File: src/rtl/timer_pkg.sv
// Shared constants for the microwave timer keypad path: key count, BCD width
// and the encoder's 3-bit state encoding.
package timer_pkg;

    localparam int BCD_W = 4;
    localparam int KEYS  = 10;

    localparam logic [2:0] IDLE     = 3'd0;
    localparam logic [2:0] DEBOUNCE = 3'd1;
    localparam logic [2:0] SETUP    = 3'd2;
    localparam logic [2:0] STROBE   = 3'd3;
    localparam logic [2:0] RELEASE  = 3'd4;

endpackage

File: src/rtl/onehot10_to_bcd.sv
// Combinational key decoder: index of the single pressed key as BCD, plus a
// flag that is high only when exactly one key line is asserted.
module onehot10_to_bcd
    import timer_pkg::*;
(
    input  logic [KEYS-1:0]  keys_i,
    output logic [BCD_W-1:0] code_o,
    output logic             valid_o
);

    logic [3:0] ones;

    always_comb begin
        // NOTE: every output gets a default before the loop so no path leaves
        // it unassigned; otherwise synthesis would infer a latch.
        code_o = '0;
        ones   = '0;
        for (int i = 0; i < KEYS; i++) begin
            if (keys_i[i]) begin
                code_o = BCD_W'(i);
                ones   = ones + 4'd1;
            end
        end
        valid_o = (ones == 4'd1);
    end

endmodule

File: src/rtl/keypad_encoder_nivel2.sv
// Debounces the 10-key keypad and hands one BCD digit per press to the timer:
// data settles one cycle before a single-cycle load strobe, no auto-repeat.
module keypad_encoder_nivel2
    import timer_pkg::*;
#(
    parameter int DEBOUNCE_CYCLES = 4,
    parameter int CNT_W           = 8
) (
    input  logic             clk,
    input  logic             clear,
    input  logic [KEYS-1:0]  keypad,
    input  logic             enable,
    output logic [BCD_W-1:0] data,
    output logic             load,
    output logic             busy,
    output logic [2:0]       digit_cnt
);

    localparam logic [CNT_W-1:0] CNT_ONE  = CNT_W'(1);
    localparam logic [CNT_W-1:0] CNT_LAST = CNT_W'(DEBOUNCE_CYCLES - 1);

    logic [2:0]       state_q, state_d;
    logic [CNT_W-1:0] cnt_q, cnt_d;
    logic [BCD_W-1:0] code_q, code_d;
    logic [BCD_W-1:0] data_q, data_d;
    logic             load_q, load_d;
    logic             busy_q;
    logic [2:0]       digit_cnt_q, digit_cnt_d;

    logic [BCD_W-1:0] key_code;
    logic             key_valid;

    onehot10_to_bcd u_decode (
        .keys_i  (keypad),
        .code_o  (key_code),
        .valid_o (key_valid)
    );

    always_comb begin
        state_d     = state_q;
        cnt_d       = cnt_q;
        code_d      = code_q;
        data_d      = data_q;
        digit_cnt_d = digit_cnt_q;
        load_d      = 1'b0;

        if (!enable) begin
            state_d = IDLE;
            cnt_d   = '0;
        end else begin
            case (state_q)
                IDLE: begin
                    cnt_d = '0;
                    if (key_valid) begin
                        state_d = DEBOUNCE;
                        code_d  = key_code;
                        cnt_d   = CNT_ONE;
                    end
                end
                DEBOUNCE: begin
                    if (!key_valid) begin
                        state_d = IDLE;
                        cnt_d   = '0;
                    end else if (key_code != code_q) begin
                        code_d = key_code;
                        cnt_d  = CNT_ONE;
                    end else if (cnt_q == CNT_LAST) begin
                        state_d = SETUP;
                        data_d  = code_q;
                        cnt_d   = '0;
                    end else begin
                        cnt_d = cnt_q + CNT_ONE;
                    end
                end
                // load rises on the edge leaving SETUP, so it is high during STROBE
                SETUP: begin
                    state_d = STROBE;
                    load_d  = 1'b1;
                    if (digit_cnt_q != 3'd7) digit_cnt_d = digit_cnt_q + 3'd1;
                end
                STROBE: begin
                    state_d = RELEASE;
                    cnt_d   = '0;
                end
                RELEASE: begin
                    if (keypad != '0) begin
                        cnt_d = '0;
                    end else if (cnt_q == CNT_LAST) begin
                        state_d = IDLE;
                        cnt_d   = '0;
                    end else begin
                        cnt_d = cnt_q + CNT_ONE;
                    end
                end
                default: begin
                    state_d = IDLE;
                    cnt_d   = '0;
                end
            endcase
        end
    end

    always_ff @(posedge clk or posedge clear) begin
        if (clear) begin
            state_q     <= IDLE;
            cnt_q       <= '0;
            code_q      <= '0;
            data_q      <= '0;
            load_q      <= 1'b0;
            busy_q      <= 1'b0;
            digit_cnt_q <= '0;
        end else begin
            // NOTE: non-blocking assignments so every register samples the
            // pre-edge values, independent of statement order.
            state_q     <= state_d;
            cnt_q       <= cnt_d;
            code_q      <= code_d;
            data_q      <= data_d;
            load_q      <= load_d;
            busy_q      <= (state_d != IDLE);
            digit_cnt_q <= digit_cnt_d;
        end
    end

    assign data      = data_q;
    assign load      = load_q;
    assign busy      = busy_q;
    assign digit_cnt = digit_cnt_q;

endmodule

File: config.mk
export PLATFORM = sky130hd
export DESIGN_NAME = keypad_encoder_nivel2
export DESIGN_NICKNAME = d
export VERILOG_FILES = /design/src/rtl/timer_pkg.sv /design/src/rtl/onehot10_to_bcd.sv /design/src/rtl/keypad_encoder_nivel2.sv
export SDC_FILE = /design/constraint.sdc
export NUM_CORES = 1
export LEC_CHECK = 0
export ABC_AREA = 1
export CAP_MARGIN = 20
export CORE_MARGIN = 2
export CORE_UTILIZATION = 58
export CTS_BUF_LIST = sky130_fd_sc_hd__clkbuf_16
export CTS_CLUSTER_SIZE = 12
export DETAILED_ROUTE_END_ITERATION = 7
export PLACE_DENSITY = 0.81
export SLEW_MARGIN = 20
export SYNTH_ARGS = -nofsm -noshare
export SYNTH_HDL_FRONTEND = slang
export SYNTH_SLANG_ARGS = --single-unit
File: constraint.sdc
create_clock -name clk -period 2.2 [get_ports clk]
set_clock_uncertainty 0.1 [all_clocks]
set_input_delay 0.33 -clock clk [delete_from_list [all_inputs] [get_ports clk]]
set_output_delay 0.33 -clock clk [all_outputs]
set_load 0.01 [all_outputs]
======== After elaboration in Yosys (flattened, before gate mapping) ========
Cells that the tools add are included.
operators by class
  multipliers ............................. 0
  shift operators ......................... 0
  add/subtract/negate cells ............... 11
  equal/unequal tests ..................... 12
  multiplexer cells ....................... 40
  divide/modulo/power cells ............... 0
  bitwise logic cells ..................... 1
  reduce and logical (&&, ||, !) cells .... 7
  magnitude comparators ................... 0
operator list
  cell                                                                    count
  4-bit 2-to-1 mux                                                        14
  8-bit 2-to-1 mux                                                        5
  3-bit 2-to-1 mux                                                        11
  4-bit by 1-bit adder with 4-bit output (second input constant)          8
  8-bit one-hot mux with 4 select lines                                   1
  3-bit one-hot mux with 5 select lines                                   1
  5-bit AND reduction                                                     2
  10-bit nonzero test                                                     1
  8-bit by 1-bit adder with 8-bit output (second input constant)          1
  8-bit by 2-bit equality test with 1-bit output (second input constant)  1
  2-bit != test (second input constant)                                   4
  4-bit one-hot mux with 2 select lines                                   1
  3-bit by 2-bit equality test with 1-bit output (second input constant)  2
  1-bit 2-to-1 mux                                                        5
  4-bit by 1-bit equality test with 1-bit output (second input constant)  1
  2-bit 2-to-1 mux                                                        2
  4-bit != test                                                           1
  3-bit by 1-bit adder with 3-bit output (second input constant)          1
  3-bit by 1-bit equality test with 1-bit output (second input constant)  1
  3-bit equality test (second input constant)                             1
  3-bit zero test                                                         1
  3-bit != test (second input constant)                                   1
  3-bit AND reduction                                                     1
  3-bit nonzero test                                                      1
  3 further kinds                                                         3
storage, ports and cells
  bits of input ports ..................... 13
  RAM bits ................................ 0
  output and inout port bits .............. 9
  bits in registers ....................... 24
  bits in latches ......................... 0
  logic and storage cells ................. 78
  memories kept ........................... 0
  bits in read-only memories .............. 0

======== Logic depth before layout (Yosys ltp) ========
  depth in word-level cells ............... 24
  mapped depth ............................ 38
  gate-level depth less buffers ........... 38

======== Hierarchy ========
A second synthesis with hierarchy kept.
second synthesis, totals
  cell total of the unflattened synthesis .. 356
  area total of the unflattened synthesis .. 2366.0 um^2
by module, submodules not included
  module                 times used  seq. area each (um^2)  cells each  area each (um^2)
  keypad_encoder_nivel2  1           600.6                  190         1392.6
  onehot10_to_bcd        1           0.0                    166         973.4

======== Least setup slack after synthesis ========
No wires, ideal clock.
  kind .................................... input -> register
  start ................................... in keypad[0]
  end ..................................... reg code_q[0]
  path slack .............................. -3.261 ns
  cell stages on the path ................. 35
  path buffers ............................ 0
  data arrival time ....................... 5.284 ns
  setup time .............................. 0.076 ns
  data required time ...................... 2.024 ns
  cells stage by stage .................... inv_1 -> ha_1 -> inv_2 -> nand2_4 -> nand2_2 -> inv_1 -> ha_1 -> nand2_1 -> nand2_1 -> ha_1 -> or2_2 -> nand2_1 -> inv_1 -> ha_1 -> nand2_1 -> nand2_1 -> ha_1 -> nand2_1 -> nand2_1 -> ha_1 -> nand2_1 -> nand2_1 -> ha_1 -> or2_2 -> nand2_1 -> inv_1 -> ha_1 -> or2_2 -> nand2_1 -> nand2_1 -> nor2_2 -> nand3_4 -> nor3_4 -> nand2_1 -> o21ai_1
between the ends
  cells in the longest elaborated chain, start to end .. 22
  elaborated cells on any way between the ends .. 23
  classes of those cells .................. add/sub: 9; eq/ne: 3; mux: 10; reduce/logical: 1
ends and longest elaborated chain
  element                                             RTL line                      text
  start: declaration                                  keypad_encoder_nivel2.sv:11   input logic [KEYS-1:0] keypad,
  1-bit 2-to-1 mux (*)                                onehot10_to_bcd.sv:19         if (keys_i[i]) begin
  1-bit by 1-bit adder with 2-bit output              onehot10_to_bcd.sv:21         ones = ones + 4'd1;
  4-bit 2-to-1 mux (*)                                onehot10_to_bcd.sv:19
  4-bit by 1-bit adder with 4-bit output              onehot10_to_bcd.sv:21
  4-bit 2-to-1 mux (*)                                onehot10_to_bcd.sv:19
  4-bit by 1-bit adder with 4-bit output              onehot10_to_bcd.sv:21
  4-bit 2-to-1 mux (*)                                onehot10_to_bcd.sv:19
  4-bit by 1-bit adder with 4-bit output              onehot10_to_bcd.sv:21
  (+6 left out)                                       --
  4-bit 2-to-1 mux (*)                                onehot10_to_bcd.sv:19
  4-bit by 1-bit adder with 4-bit output              onehot10_to_bcd.sv:21
  4-bit 2-to-1 mux (*)                                onehot10_to_bcd.sv:19
  4-bit by 1-bit adder with 4-bit output              onehot10_to_bcd.sv:21
  4-bit 2-to-1 mux (*)                                onehot10_to_bcd.sv:19
  4-bit by 1-bit equality test with 1-bit output (*)  onehot10_to_bcd.sv:24         valid_o = (ones == 4'd1);
  2-bit != test (no line)                             --
  5-bit AND reduction (no line) (*)                   --
  end signal: assignment                              keypad_encoder_nivel2.sv:117  code_q <= code_d;
  end: declaration                                    keypad_encoder_nivel2.sv:24   logic [BCD_W-1:0] code_q, code_d;
Every way passes the cells marked *; elsewhere a longest branch is shown, timed or not.
A chain may end at the register's enable or synchronous reset.

======== Final worst setup path ========
  start ................................... in keypad[1]
  end ..................................... reg cnt_q[0]
between the ends
  cells in the longest elaborated chain, start to end .. 21
  elaborated cells on any way between the ends .. 35
  classes of those cells .................. add/sub: 8; eq/ne: 2; mux: 24; reduce/logical: 1
ends and longest elaborated chain
  element                                               RTL line                                                  text
  4-bit 2-to-1 mux                                      onehot10_to_bcd.sv:19
  4-bit by 1-bit adder with 4-bit output                onehot10_to_bcd.sv:21
  4-bit 2-to-1 mux                                      onehot10_to_bcd.sv:19
  4-bit by 1-bit adder with 4-bit output                onehot10_to_bcd.sv:21
  4-bit 2-to-1 mux                                      onehot10_to_bcd.sv:19
  4-bit by 1-bit adder with 4-bit output                onehot10_to_bcd.sv:21
  4-bit 2-to-1 mux                                      onehot10_to_bcd.sv:19
  4-bit by 1-bit adder with 4-bit output                onehot10_to_bcd.sv:21
  (+5 left out)                                         --
  4-bit by 1-bit adder with 4-bit output                onehot10_to_bcd.sv:21
  4-bit 2-to-1 mux                                      onehot10_to_bcd.sv:19
  4-bit by 1-bit adder with 4-bit output                onehot10_to_bcd.sv:21
  4-bit 2-to-1 mux                                      onehot10_to_bcd.sv:19
  4-bit by 1-bit equality test with 1-bit output        onehot10_to_bcd.sv:24
  8-bit 2-to-1 mux or 1-bit 2-to-1 mux (tied branches)  keypad_encoder_nivel2.sv:61, keypad_encoder_nivel2.sv:54
  8-bit one-hot mux with 4 select lines (*)             keypad_encoder_nivel2.sv:51                               case (state_q)
  8-bit 2-to-1 mux (*)                                  keypad_encoder_nivel2.sv:47                               if (!enable) begin
  end signal: assignment                                keypad_encoder_nivel2.sv:116                              cnt_q <= cnt_d;
  end: declaration                                      keypad_encoder_nivel2.sv:23                               logic [CNT_W-1:0] cnt_q, cnt_d;
Marks and branches as above.

==> results.py <==
metrics = {
    "critical_path": {
        "cpMaxStageDelayCell": "or2_2",
        "cp_top_family": "simple AND/OR/NAND/NOR gates",
        "arrival_ns": 4.99,
        "cp-start-kind": "primary input",
        "crit_fanout": 4,
        "crit_top_cell": "nand2_4",
        "critPathRequiredTime_ns": 2.23,
        "crit_buf_inv": 14,
        "crit_path_end_kind": "register",
        "cpPeakStageDelay_ns": 0.30,
        "critPathKind": "primary input to register",
    },
    "detailed_routing": {
        "top_layer": "met4",
        "drc_errors": 25,
        "vias_per_cell": 6.55,
        "dr.pass1.iters": 8,
        "finalWirelength_microns": 10400,
        "dr_total_vias": 3110,
        "met2_length_microns": 4720,
        "ant_nets": 0,
        "wire_per_inst_microns": 21.9,
        "wl_met1_microns": 3370,
        "drt_iter0_markers": 657,
        "met3_length_microns": 1190,
    },
    "power_and_ir_drop": {
        "totalPowerFinal_mw": 2.24,
        "cellLeakagePower_nw": 1.80,
        "p_per_area_nw_per_um2": 649,
        "ir_drop_mv": 0.425,
    },
    "placed_design": {
        "portBuffers": 21,
        "place_ws_ns": -3.79,
        "place_area_sq_um": 2940,
        "dp_hpwl_microns": 4360,
        "routabilityCongestion": 0.889,
    },
    "timing": {
        "drv_slew": 0,
        "min_period_over_period_pct": 225,
        "tightest_slew_ns": 0.518,
        "grt_setup_unrepaired": "yes",
        "finalSetupTns_ns": -50.39,
        "min_period_ns": 4.96,
        "setup_slack_ns": -2.76,
        "finalHoldViolations": 0,
        "relSlewSlack_pct": 65.2,
        "timing.fmax_mhz": 202,
        "setup_viol": 20,
        "holdWs_ns": 0.384,
    },
    "synthesis": {
        "netlist_top_cells_area": "dfrtp_1 (27%), nand2_1 (17%), inv_1 (8.4%), ha_1 (7.3%), nand3_1 (6.5%)",
        "syn-cell-area_sq_um": 2220,
        "synth-edff-count": 0,
        "synth_cell_types": 31,
        "avgSynthCellArea_sq_um": 6.73,
        "synth_top_area_cell": "dfrtp_1",
        "synth_top_cell_area_share_pct": 27.0,
        "synthArstFlopShare_pct": 100,
        "synthFlopType": "dfrtp_1",
        "syn_nets": 356,
        "yosysSeqAreaShare_pct": 27.0,
        "ys_seq_elements": 24,
        "syn-instance-count": 330,
        "yosys_warnings": 0,
    },
    "clocking": {
        "h-tree-depth": 1,
        "clock_latency_ns": 0.26,
        "cts_tree": "done",
        "clock-sinks": 24,
        "root_buffer": "clkbuf_16",
        "cts_buffer_depth": 2,
        "cts_buffers": 3,
        "clk_pin_slew_ns": 0.07,
    },
    "die": {
        "fp.dieArea_sq_um": 4340,
        "start_util_pct": 60.7,
        "rows": 22,
        "ios": 22,
        "core-area_sq_um": 3660,
        "die_h_microns": 65.9,
        "die_w_microns": 65.9,
    },
    "layout": {
        "area_growth_pct": 55.4,
        "nFillCells": 118,
        "final_area_sq_um": 3450,
        "drive_above_1_share_pct": 39.8,
        "diodes": 0,
        "num-nets-final": 454,
    },
    "global_routing": {
        "grt_antenna_before_repair": 0,
        "grt_pass1_wl_microns": 11800,
        "grt_max_degree": 25,
        "grt_pass1_vias": 2659,
        "grt_overflow": 0,
        "track_usage_pct": 35.1,
    },
    "run_status": {
        "violations": "design-rule violations, negative setup slack",
        "status": "finished, violations left",
    },
    "run": {
        "maxCapViolations": 0,
    },
    "worst_hold_path": {
        "hold_path_class": "primary input to async pin",
    },
}
## kinds of logic after synthesis
logic type	share of synthesized area (%)
DFF	27.0
adders and majority gates	7.32
AOI/OAI and AO/OA	6.59
buffers and inverters	9.46
and+or+nand+nor	45.8
xor gates and xnor gates	2.76
muxes	1.01
## worst paths after layout
kind	slack [ns]	cells after the start	to	start
min reg2reg	0.41	2	data[1]	data[1]
max	-2.76	40	cnt_q[0]	keypad[1]
max reg2reg	-0.38	9	busy	cnt_q[0]
min	0.38	3	code_q[3]	clear
max in group asynchronous	1.37	3	state_q[0]	clear
min in group clk	0.41	2	data[1]	data[1]
## timing repair
item / CTS / global route
endpoints found under the setup margin: 19 / 19
pin swaps: 33 / 29
setup buffers: 16 / 7
resized for setup: 35 / 39
gates cloned: 0 / 0
hold buffers: 0 / 0
## per-layer routing
metal	global-route usage, %	up-vias
met3	5.28	134
met2	63.9	349
li1	-	1253
met4	16.9	0
met1	39.5	1374
met5	0	-
## metrics by stage
step	util, %	cells
4_1_cts	88.6	469
2_1_floorplan	-	330
3_3_place_gp	80.3	450
5_1_grt	94.3	475
3_5_place_dp	80.3	450
6_report	94.3	475
## state kept, by name, summed over array words and instances, names as in the netlist
signal / count
code_q: 4
cnt_q: 8
digit_cnt: 3
busy: 1
state_q: 3
load: 1
data: 4
## cells in the mapped netlist (all sizes together) (4+ instances only)
library cell  number
nand3b             8
inv               53
a21oi              5
nor2              24
nand3             38
or2                7
xor2               4
nor3               5
dfrtp             24
nand2            118
ha                13
o21ai             16
## cell type report
type                            count  area [sq um]  share of cell area (%)
Multi-Input combinational cell    252          1690                    48.8
Inverter                           53           221                    6.41
Clock inverter                      1          30.0                   0.870
Tap cell                           48          60.1                    1.74
Clock buffer                        3          75.1                    2.17
Sequential cell                    24           601                    17.4
Timing Repair Buffer               94           781                    22.6
## cell usage in the layout (no fill, tap or decap), types with 2 or more instances in the layout
cell type        instances
o21ai_0                  6
inv_1                   41
inv_4                    2
nand2_1                 81
dfrtp_1                 24
xor2_1                   4
nor2_2                   4
nor2_1                  19
o21ai_1                  7
inv_2                    8
ha_1                     4
a21oi_1                  4
o21ai_2                  2
nand2_4                 11
nand3_2                  7
clkbuf_16                3
buf_4                   71
or2_2                    4
xnor2_1                  3
nand3_4                  6
clkdlybuf4s50_1         17
nand3_1                 25
nand3b_1                 8
ha_4                     8
nand4_1                  3
or2_4                    3
mux2_2                   2
nand2_2                 26
buf_6                    2
nor3_1                   4
## where the power goes
group	internal (mW)	switching, mW	total (mW)	leakage (nW)
Sequential	0.482	0.0386	0.521	0.328
Combinational	0.504	0.676	1.18	1.42
Clock	0.363	0.177	0.540	0.0511
Total	1.35	0.892	2.24	1.80
## tightest hold or removal path: cells and delay by family
family	cells	cell delay, ns
buffers and inverters	3	0.82
(Power assumes the default switching activity.)
